**config.mk**
```make
export PLATFORM = sky130hd
export DESIGN_NAME = dma_write_engine
export DESIGN_NICKNAME = d
export VERILOG_FILES = /design/src/rtl/dma_write_engine.sv
export SDC_FILE = /design/constraint.sdc
export NUM_CORES = 1
export LEC_CHECK = 0
export ABC_AREA = 1
export CORE_MARGIN = 2
export CORE_UTILIZATION = 40
export CTS_CLUSTER_DIAMETER = 30
export DETAILED_ROUTE_END_ITERATION = 10
export DONT_BUFFER_PORTS = 1
export GPL_TIMING_DRIVEN = 1
export PLACE_DENSITY = 0.63
export SYNTH_ARGS = -nofsm -noshare
export SYNTH_HDL_FRONTEND = slang
export SYNTH_SLANG_ARGS = --single-unit
```
**constraint.sdc**
```tcl
create_clock -name clk -period 1.8 [get_ports clk]
set_input_delay 0.54 -clock clk [delete_from_list [all_inputs] [get_ports clk]]
set_output_delay 0.54 -clock clk [all_outputs]
set_load 0.01 [all_outputs]
```
**src/rtl/dma_write_engine.sv**
```systemverilog
// DMA destination engine: pops words from the channel FIFO, whose read port is registered,
// and writes them to consecutive addresses over a req/ack bus that allows one outstanding write.
module dma_write_engine #(
   parameter int DATAWIDTH = 32,
   parameter int ADDRWIDTH = 32,
   parameter int LENWIDTH  = 16
) (
   input  logic                 clk,
   input  logic                 rst,
   input  logic                 start,
   input  logic [ADDRWIDTH-1:0] dst_addr,
   input  logic [LENWIDTH-1:0]  xfer_len,
   output logic                 busy,
   output logic                 done,
   output logic [LENWIDTH-1:0]  words_done,
   input  logic                 fifo_empty,
   output logic                 fifo_rd_en,
   input  logic [DATAWIDTH-1:0] fifo_dout,
   output logic                 mem_req,
   output logic [ADDRWIDTH-1:0] mem_addr,
   output logic [DATAWIDTH-1:0] mem_wdata,
   input  logic                 mem_ack
);

   typedef enum logic [2:0] {IDLE, FETCH, LOAD, WRITE, DONE} state_t;

   localparam logic [ADDRWIDTH-1:0] ADDR_STEP = ADDRWIDTH'(DATAWIDTH / 8);

   state_t              state;
   logic [LENWIDTH-1:0] remaining;

   // NOTE: the read strobe is combinational so that the FIFO sees it in the same FETCH cycle;
   // it is a pure function of state and the empty flag, so no latch can form.
   assign fifo_rd_en = (state == FETCH) && !fifo_empty;

   // NOTE: every register here, the datapath included, has a reset value, because the outputs
   // driven from them must read as 0 after reset.
   always_ff @(posedge clk) begin
      if (rst) begin
         state      <= IDLE;
         busy       <= 1'b0;
         done       <= 1'b0;
         mem_req    <= 1'b0;
         mem_addr   <= '0;
         mem_wdata  <= '0;
         words_done <= '0;
         remaining  <= '0;
      end else begin
         done <= 1'b0;
         case (state)
            IDLE: begin
               if (start) begin
                  mem_addr   <= dst_addr;
                  remaining  <= xfer_len;
                  words_done <= '0;
                  busy       <= 1'b1;
                  if (xfer_len == '0) begin
                     state <= DONE;
                     done  <= 1'b1;
                  end else begin
                     state <= FETCH;
                  end
               end
            end
            FETCH: begin
               if (!fifo_empty) state <= LOAD;
            end
            LOAD: begin
               // The FIFO data appears one cycle after the strobe, so it is captured here.
               mem_wdata <= fifo_dout;
               mem_req   <= 1'b1;
               state     <= WRITE;
            end
            WRITE: begin
               if (mem_ack) begin
                  mem_req    <= 1'b0;
                  mem_addr   <= mem_addr + ADDR_STEP;
                  remaining  <= remaining - 1'b1;
                  words_done <= words_done + 1'b1;
                  if (remaining == LENWIDTH'(1)) begin
                     state <= DONE;
                     done  <= 1'b1;
                  end else begin
                     state <= FETCH;
                  end
               end
            end
            DONE: begin
               state <= IDLE;
               busy  <= 1'b0;
            end
            default: begin
               state <= IDLE;
               busy  <= 1'b0;
            end
         endcase
      end
   end

endmodule

```
==> results of run 1 <==
## routing by layer
layer / vias to the layer above / wire length [um] / global-route usage, % / share of wire [%]
met5: - / 0 / 0 / 0
met4: 0 / 198 / 6.32 / 1.2
met3: 13 / 1620 / 7.39 / 9.7
met2: 228 / 7530 / 35.6 / 45
met1: 2617 / 7390 / 28.6 / 44
li1: 2944 / - / - / -
## cells by family after synthesis
logic type / count (synthesis)
AND/OR/NAND/NOR: 508
AO/OA/AOI/OAI: 173
buffers and inverters: 104
flip-flops: 102
XOR/XNOR: 5
adder cells (fa/ha/maj): 4
## area by class of cell
type / instances / area, um2
Fill cell: 1484 / 7440
Clock inverter: 4 / 52.6
Tap cell: 180 / 225
Timing Repair Buffer: 38 / 365
Multi-Input combinational cell: 690 / 3150
Clock buffer: 12 / 246
Sequential cell: 102 / 2040
Inverter: 65 / 246
## power groups by stage
stage | logic [mW] | registers [mW] | clock network [mW]
3_5_place_dp | 2.14 | 2.99 | 0
4_1_cts | 2.14 | 2.94 | 2.08
6_report | 2.19 | 2.95 | 2.03
3_3_place_gp | 2.12 | 3.00 | 0
2_1_floorplan | 1.48 | 3.00 | 0
5_1_grt | 2.48 | 2.99 | 2.15
## critical path: stages, from the launching register on
cell	delay [ps]
dfxtp_1	320
inv_2	70
nand2_1	80
nor3_1	380
## through the flow
step / setup slack (ps) / instance area [um2] / TNS [ps] / total power [mW] / hold slack, ps
floorplan: 262 / 5620 / 0 / 4.47 / 439
global placement: 161 / 5990 / 0 / 5.12 / 454
detailed placement: 154 / 5990 / 0 / 5.12 / 466
CTS: 27.8 / 6290 / 0 / 7.16 / 239
global route: -36.3 / 6330 / -67.6 / 7.62 / 237
finish: 59.9 / 6330 / 0 / 7.17 / 256
## worst paths after layout
kind,end,slack (ps),start
worst max-delay path,fifo_rd_en,60,state[2]
worst min-delay path,words_done[13],260,rst
worst max register to register,mem_addr[11],160,state[1]
worst min register to register,remaining[5],470,remaining[5]
## state kept, by name, indices dropped and copies added (netlist names)
name        count
mem_addr       32
mem_wdata      32
words_done     16
done            1
remaining      16
mem_req         1
busy            1
state           3
## what timing repair did
| item | CTS | global route |
|---|---|---|
| hold endpoints to repair | 0 | 0 |
| gates resized for setup | 0 | 8 |
| buffers inserted | 0 | 0 |
| setup endpoints to repair | 0 | 8 |
## Yosys cell counts, types with 2 or more instances
master      n
a211oi_2    2
a21oi_1    72
a31o_2      2
a31oi_1     2
buf_2      10
buf_4       5
buf_6       2
clkbuf_1   22
dfxtp_1   102
ha_1        4
inv_1      58
inv_2       7
nand2_1   216
nand2_2     6
nand3_1    44
nand3b_1   10
nand4_1    18
nor2_1    185
nor2_2      2
nor3_1     18
o211ai_1    2
o21ai_0    73
o21ai_1     8
o21bai_1    2
o22ai_1     6
o31ai_1     2
or2_2       3
xor2_1      4
==> flow_metrics.tcl, run 1 <==
set metrics [dict create \
    end_kind "output port" \
    drive_above_1_share_pct 9.11 \
    wl_mm 16.7 \
    clk_pin_slew_ps 70 \
    placed_cells 1074 \
    wl_per_cell_um 15.3 \
    synth_top_family_by_area "simple AND/OR/NAND/NOR gates" \
    die_h_um 122 \
    synth.distinct_cells 37 \
    switching_share_pct 36.8 \
    track_usage_pct 22.3 \
    status "finished clean" \
    synth_top_area_share_pct 36.4 \
    hold_violations 0 \
    cts_buffers 9 \
    p_int_mw 4.53 \
    synth.ff_latch_count 102 \
    grt_pass1_vias 5327 \
    die_area_um2 15000 \
    rows 43 \
    cts_sinks 102 \
    worst_setup_path_start_kind "register" \
    mostFrequentLayoutCell "nand2_1" \
    cts_buffer_depth 2 \
    relSlewSlack_pct 62.2 \
    area_growth_pct 12.8 \
    hold_path_class "primary input to register" \
    clockRootBuffer "clkbuf_16" \
    rsz0062_at_grt "true" \
    synthArstFlopShare_pct 0 \
    grt_max_degree 52 \
    fmax_mhz 575 \
    synth.area.top_cells "dfxtp_1 36%, nand2_1 14%, nor2_1 12%" \
    initial_core_util_pct 40.8 \
    antenna_found_initial 0 \
    dr.pass1.iters 5 \
    yosysWarnings 0 \
    core_um2 13800 \
    p_per_area_nw_per_um2 1130 \
    grt.overflow.total 0 \
    vias_per_cell 5.32 \
    p_seq_share_pct 41.1 \
    vdd_drop_max_mv 0.605 \
    die_w_um 122 \
    drv_slew 0 \
    cts_tree "done" \
    final_util_pct 46.0 \
    syn-cell-area_um2 5620 \
    vias 5802 \
    ant_nets 0 \
    ys.flop_type "dfxtp_1" \
    dp_hpwl_mm 12.3 \
    synth-compound-area-share_pct 16.4 \
    clockPowerShare_pct 28.4 \
    synthMuxAreaShare_pct 0 \
    num_io_pins 169 \
    gp_congestion 0.894 \
    fin_cells 1091 \
    cp_max_fo 3 \
    synthesis.instances 896 \
    r2r_cells 10 \
    worstHoldPathCells 1 \
    worstMarginPinSlew_ps 567 \
    crit_required_ps 1260 \
    hold_buffers 0 \
    grt_pass1_wl_mm 26.4 \
    htreeDepth 3 \
    port_buffers 0 \
    drt-initial-drc-count 408 \
    crit_type "register to output port" \
    drc 0 \
    synthAdderAreaFrac_pct 0.891 \
    comb_power_share_pct 30.6 \
    synth_edf_count 0 \
    period_minus_slack_ps 1740 \
    drv_cap 0 \
    nNetsFinal 995 \
    syn_nets 985 \
    setup_violations 0 \
    fin_skew_ps 12.2 \
    synth_area_leader_cell "dfxtp_1" \
    netSwitchingPower_mw 2.64 \
    clk_latency_ps 350 \
    seq_area_frac_synth_pct 36.4 \
    synth.avg_cell_area_um2 6.27 \
    worst_ep_arrival_time_ps 1200 \
    diodes 0 \
    final_cell_mix "216 x nand2_1, 182 x nor2_1, 100 x dfxtp_1" \
    fin_crit_sh_pct 96.7 \
    synthXorXnorAreaFrac_pct 0.780 \
    p_leak_nw 2.50 \
    synthSimpleGateAreaFrac_pct 37.8 \
]
Note: power is estimated with default switching activity, not from simulation.
==> run 2: changes to the inputs <==
- CORE_UTILIZATION: 40 -> 30
- PLACE_DENSITY: 0.63 -> 0.53
==> run 2 against run 1 <==
Power shrank 1.2%. Sequential power is essentially flat. Register-to-register slack worse by 20 ps. Clock skew fell by 2.4 ps. Non-clock buffer count up 7. Critical path type is now register to register.
==> flow_metrics.tcl, run 2 (synthesized netlist as in run 1, its figures left out) <==
set metrics [dict create \
    clk_latency_ps 360 \
    fin_ws_ps 140 \
    hold_buffers 0 \
    wl_per_cell_um 15.8 \
    place_area_um2 6100 \
    grt_pass1_vias 5644 \
    area_growth_pct 14.3 \
    clockRootBuffer "clkbuf_16" \
    setup_violations 0 \
    port_buffers 0 \
    r2r_cells 12 \
    crit_required_ps 2090 \
    grt_max_degree 52 \
    diodes 0 \
    core_um2 18500 \
    period_minus_slack_ps 1660 \
    vdd_drop_max_mv 0.544 \
    dp_hpwl_mm 13.6 \
    nNetsFinal 1002 \
    hold_path_class "primary input to register" \
    place_ws_ps 78.2 \
    crit_type "register to register" \
    gp_congestion 0.842 \
    rows 50 \
    drt-initial-drc-count 345 \
    hold_violations 0 \
    grt.overflow.total 0 \
    regToRegStartpoint "state[2]" \
    drv_cap 0 \
    fin_crit_sh_pct 92.2 \
    fmax_mhz 602 \
    ant_nets 0 \
    die_area_um2 19800 \
    crit_start "state[2]" \
    dr.pass1.iters 4 \
    wl_mm 18.2 \
    drive_above_1_share_pct 9.81 \
    p_total_mw 7.09 \
    end_kind "register" \
    setup_tns_ps 0 \
    cts_buffer_depth 2 \
    r2r_end "mem_addr[19]" \
    vias_per_cell 4.96 \
    cts_sinks 102 \
    nFillCells 2081 \
    die_w_um 141 \
    clk_pin_slew_ps 70 \
    post_cts.repair.setup_buffers 0 \
    fin_skew_ps 9.80 \
    p_leak_nw 2.51 \
    relSlewSlack_pct 68.0 \
    cts_buffers 9 \
    p_per_area_nw_per_um2 1100 \
    status "finished clean" \
    htreeDepth 3 \
    num_io_pins 169 \
    rsz0062_at_grt "true" \
    grt_pass1_wl_mm 29.3 \
    vias 5709 \
    drv_slew 0 \
    track_usage_pct 18.5 \
    die_h_um 141 \
    r2r_setup_slack_ps 140 \
    final_cell_mix "216 x nand2_1, 184 x nor2_1, 100 x dfxtp_1" \
    reg_top3 "mem_addr x32, mem_wdata x32" \
    worstMarginPinSlew_ps 476 \
    cts_tree "done" \
    worst_setup_path_start_kind "register" \
    antenna_found_initial 0 \
    worst_ep_arrival_time_ps 1950 \
    initial_core_util_pct 30.3 \
    drc 0 \
    finish.instance_area_um2 6420 \
    cp_max_fo 25 \
    mostFrequentLayoutCell "nand2_1" \
    cp-endpoint "mem_addr[19]" \
]
-- run 2: metrics by stage --
step / utilization, % / std cells / hold WS [ps]
floorplan: - / 896 / 439
global placement: 33.0 / 1136 / 453
detailed placement: 33.0 / 1136 / 454
CTS: 34.5 / 1151 / 225
global route: 34.7 / 1151 / 220
finish: 34.7 / 1151 / 246
-- run 2: worst min-delay path by stage --
stage                             from             to  slack (ps)  cells past startpoint
final                              rst  remaining[12]         250                      1
after global routing               rst   remaining[5]         220                      1
after CTS                          rst  remaining[12]         230                      1
after detailed placement  remaining[5]   remaining[5]         450                      2
after global placement    remaining[5]   remaining[5]         450                      2
after floorplan           remaining[5]   remaining[5]         440                      2
-- run 2: worst max-delay path, cell delays in order (launching register included) --
cell      delay, ps
dfxtp_1         330
inv_2            70
nand2_1          90
inv_2            70
nand2_2          60
nand2_2         120
inv_2            70
nor2_4          150
buf_12          180
nand2_2          90
o21bai_1        160
nand2_1          60
a21oi_1         110
-- run 2: final cells by class --
type                       count  area (um2)  area share [%]
timing repair buffer          45         395            6.16
multi-input combinational    690        3160            49.3
sequential                   102        2040            31.8
clock buffer                   9         225            3.51
tap                          234         293            4.56
inverter                      65         244            3.80
clock inverter                 6        55.1           0.858
-- run 2: where the power goes --
part / switching, mW / total [mW] / internal (mW)
sequential: 0.373 / 2.97 / 2.59
combinational: 1.39 / 2.21 / 0.819
clock: 0.955 / 1.91 / 0.959
-- run 2: routing by layer --
metal,part of all wire (%),vias to the layer above,GRT usage [%],wire length (um)
met5,0,-,0,0
met4,0.71,0,3.74,129
met3,8.8,10,7.20,1600
met2,46,169,30.8,8300
met1,45,2577,22.8,8120
li1,-,2953,-,-
-- run 2: timing repair --
item	4_1_cts	5_1_grt
gates resized for setup	1	9
endpoints found under the setup margin	1	32
hold endpoints to repair	0	0
==> run 3: changes to the inputs <==
- clock period: 1.8 -> 2 ns (I/O delays scaled with it)
==> run 3 against run 2 <==
Sequential power fell by 9.1%. Worst hold slack improved by 56 ps. Routed wire length fell by 1.3%. Global-route usage fell by 0.29 points. Critical endpoint is now fifo_rd_en. First-iteration DRC count fell by 20%. Sequential share of layout area rose by 0.88 points. Critical path type is now register to output port. Sequential cell count did not move. Cell area fell by 2.8%. Core utilization fell by 0.97 points. Critical path depth fell by 9. Clock power fell by 9.9%.
==> flow_metrics.tcl, run 3 (synthesized netlist as in run 1, its figures left out) <==
set metrics [dict create \
    status "finished clean" \
    num_io_pins 169 \
    fmax_mhz 551 \
    area_growth_pct 11.1 \
    cts_buffer_depth 2 \
    htreeDepth 3 \
    setup_tns_ps 0 \
    drt-initial-drc-count 276 \
    worst_setup_path_start_kind "register" \
    grt_pass1_vias 5569 \
    die_area_um2 19800 \
    regToRegStartpoint "state[1]" \
    cp_num_buf_inv 1 \
    grt_max_degree 66 \
    final_util_pct 33.7 \
    hold_path_class "primary input to register" \
    crit_required_ps 1400 \
    cts_tree "done" \
    crit_chain "inv_2 -> nand2_1 -> nor3_1" \
    dp_hpwl_mm 13.1 \
    die_h_um 141 \
    cts_buffers 9 \
    dr_wl_met3_mm 1.66 \
    track_usage_pct 18.2 \
    hold_buffers 0 \
    grt.overflow.total 0 \
    ant_nets 0 \
    rsz0062_at_grt "false" \
    drv_cap 0 \
    worst_ep_arrival_time_ps 1210 \
    p_leak_nw 2.41 \
    hold_violations 0 \
    r2r_setup_slack_ps 250 \
    final_cell_mix "216 x nand2_1, 185 x nor2_1, 102 x dfxtp_1" \
    r2r_end "mem_addr[15]" \
    reg_top3 "mem_addr x32, mem_wdata x32" \
    fin_crit_sh_pct 90.7 \
    setup_violations 0 \
    vias_per_cell 5.01 \
    nNetsFinal 984 \
    relSlewSlack_pct 68.5 \
    p_per_area_nw_per_um2 1000 \
    post_cts.repair.setup_buffers 0 \
    gp_congestion 0.843 \
    clk_latency_ps 360 \
    cts_sinks 102 \
    cp_max_fo 3 \
    min-delay-start "rst" \
    r2r_cells 8 \
    drv_slew 0 \
    worstMarginPinSlew_ps 471 \
    worstHoldPathCells 1 \
    m1WireLength_mm 7.75 \
    dr_wl_met2_mm 8.28 \
    max_stage_delay_ps 370 \
    crit_type "register to output port" \
    fin_skew_ps 7.52 \
    mostFrequentLayoutCell "nand2_1" \
    cts_resized 0 \
    wl_mm 17.9 \
    initial_core_util_pct 30.3 \
    port_buffers 0 \
    finish.instance_area_um2 6240 \
    diodes 0 \
    dr.pass1.iters 5 \
    critical-path-slowest-cell "nor3_1" \
    end_kind "output port" \
    antenna_found_initial 0 \
    drc 0 \
    clockRootBuffer "clkbuf_16" \
    core_um2 18500 \
    wl_per_cell_um 15.8 \
    cp_top_family "simple AND/OR/NAND/NOR gates" \
    highest_layer "met4" \
    die_w_um 141 \
    vdd_drop_max_mv 0.473 \
    drive_above_1_share_pct 7.45 \
    holdPathEnd "remaining[12]" \
    grt_pass1_wl_mm 29.0 \
    clk_pin_slew_ps 80 \
    period_minus_slack_ps 1810 \
    rows 50 \
    vias 5678 \
    place_area_um2 5960 \
]
## run 3: cell types whose count changed in the layout (fill, tap and decap cells not counted), moves of 2 or more
cell / delta
buf_4: -15
buf_6: -2
clkinv_4: +2
dfxtp_1: +2
dfxtp_2: -2
inv_8: -2
## run 3: worst max-delay path by stage
stage	start	endpoint	slack, ps	cells past startpoint
finish	state[2]	fifo_rd_en	190	3
global route	mem_addr[3]	mem_addr[12]	40	9
CTS	state[2]	fifo_rd_en	170	3
detailed placement	state[1]	mem_addr[15]	280	8
global placement	mem_addr[4]	mem_addr[31]	300	9
floorplan	mem_addr[2]	mem_addr[12]	460	9
## run 3: through the flow
step / hold WS [ps] / power, mW / std cells / setup WS, ps
CTS: 280 / 6.33 / 1133 / 166
floorplan: 439 / 4.03 / 896 / 462
detailed placement: 458 / 4.57 / 1118 / 281
finish: 301 / 6.24 / 1133 / 185
global route: 279 / 6.72 / 1133 / 41.1
global placement: 447 / 4.56 / 1118 / 304
## run 3: per-layer routing
layer | track usage [%] | vias to the layer above
met5 | 0 | -
met4 | 4.21 | 0
li1 | - | 2913
met3 | 7.10 | 16
met2 | 30.4 | 184
met1 | 22.2 | 2565
## run 3: where the power goes
part           internal [mW]  leakage [nW]  total [mW]  switching (mW)
clock                  0.860         0.135        1.72           0.861
combinational          0.641          1.45        1.82            1.18
sequential              2.33         0.834        2.70           0.372
## run 3: final cells by class
type	instances	area, um2
repair buffers	27	240
inverters	65	244
multi-input cells	690	3140
fillers	2049	12300
clock inverters	6	58.8
clock buffers	9	225
well taps	234	293
flip-flops and latches	102	2040
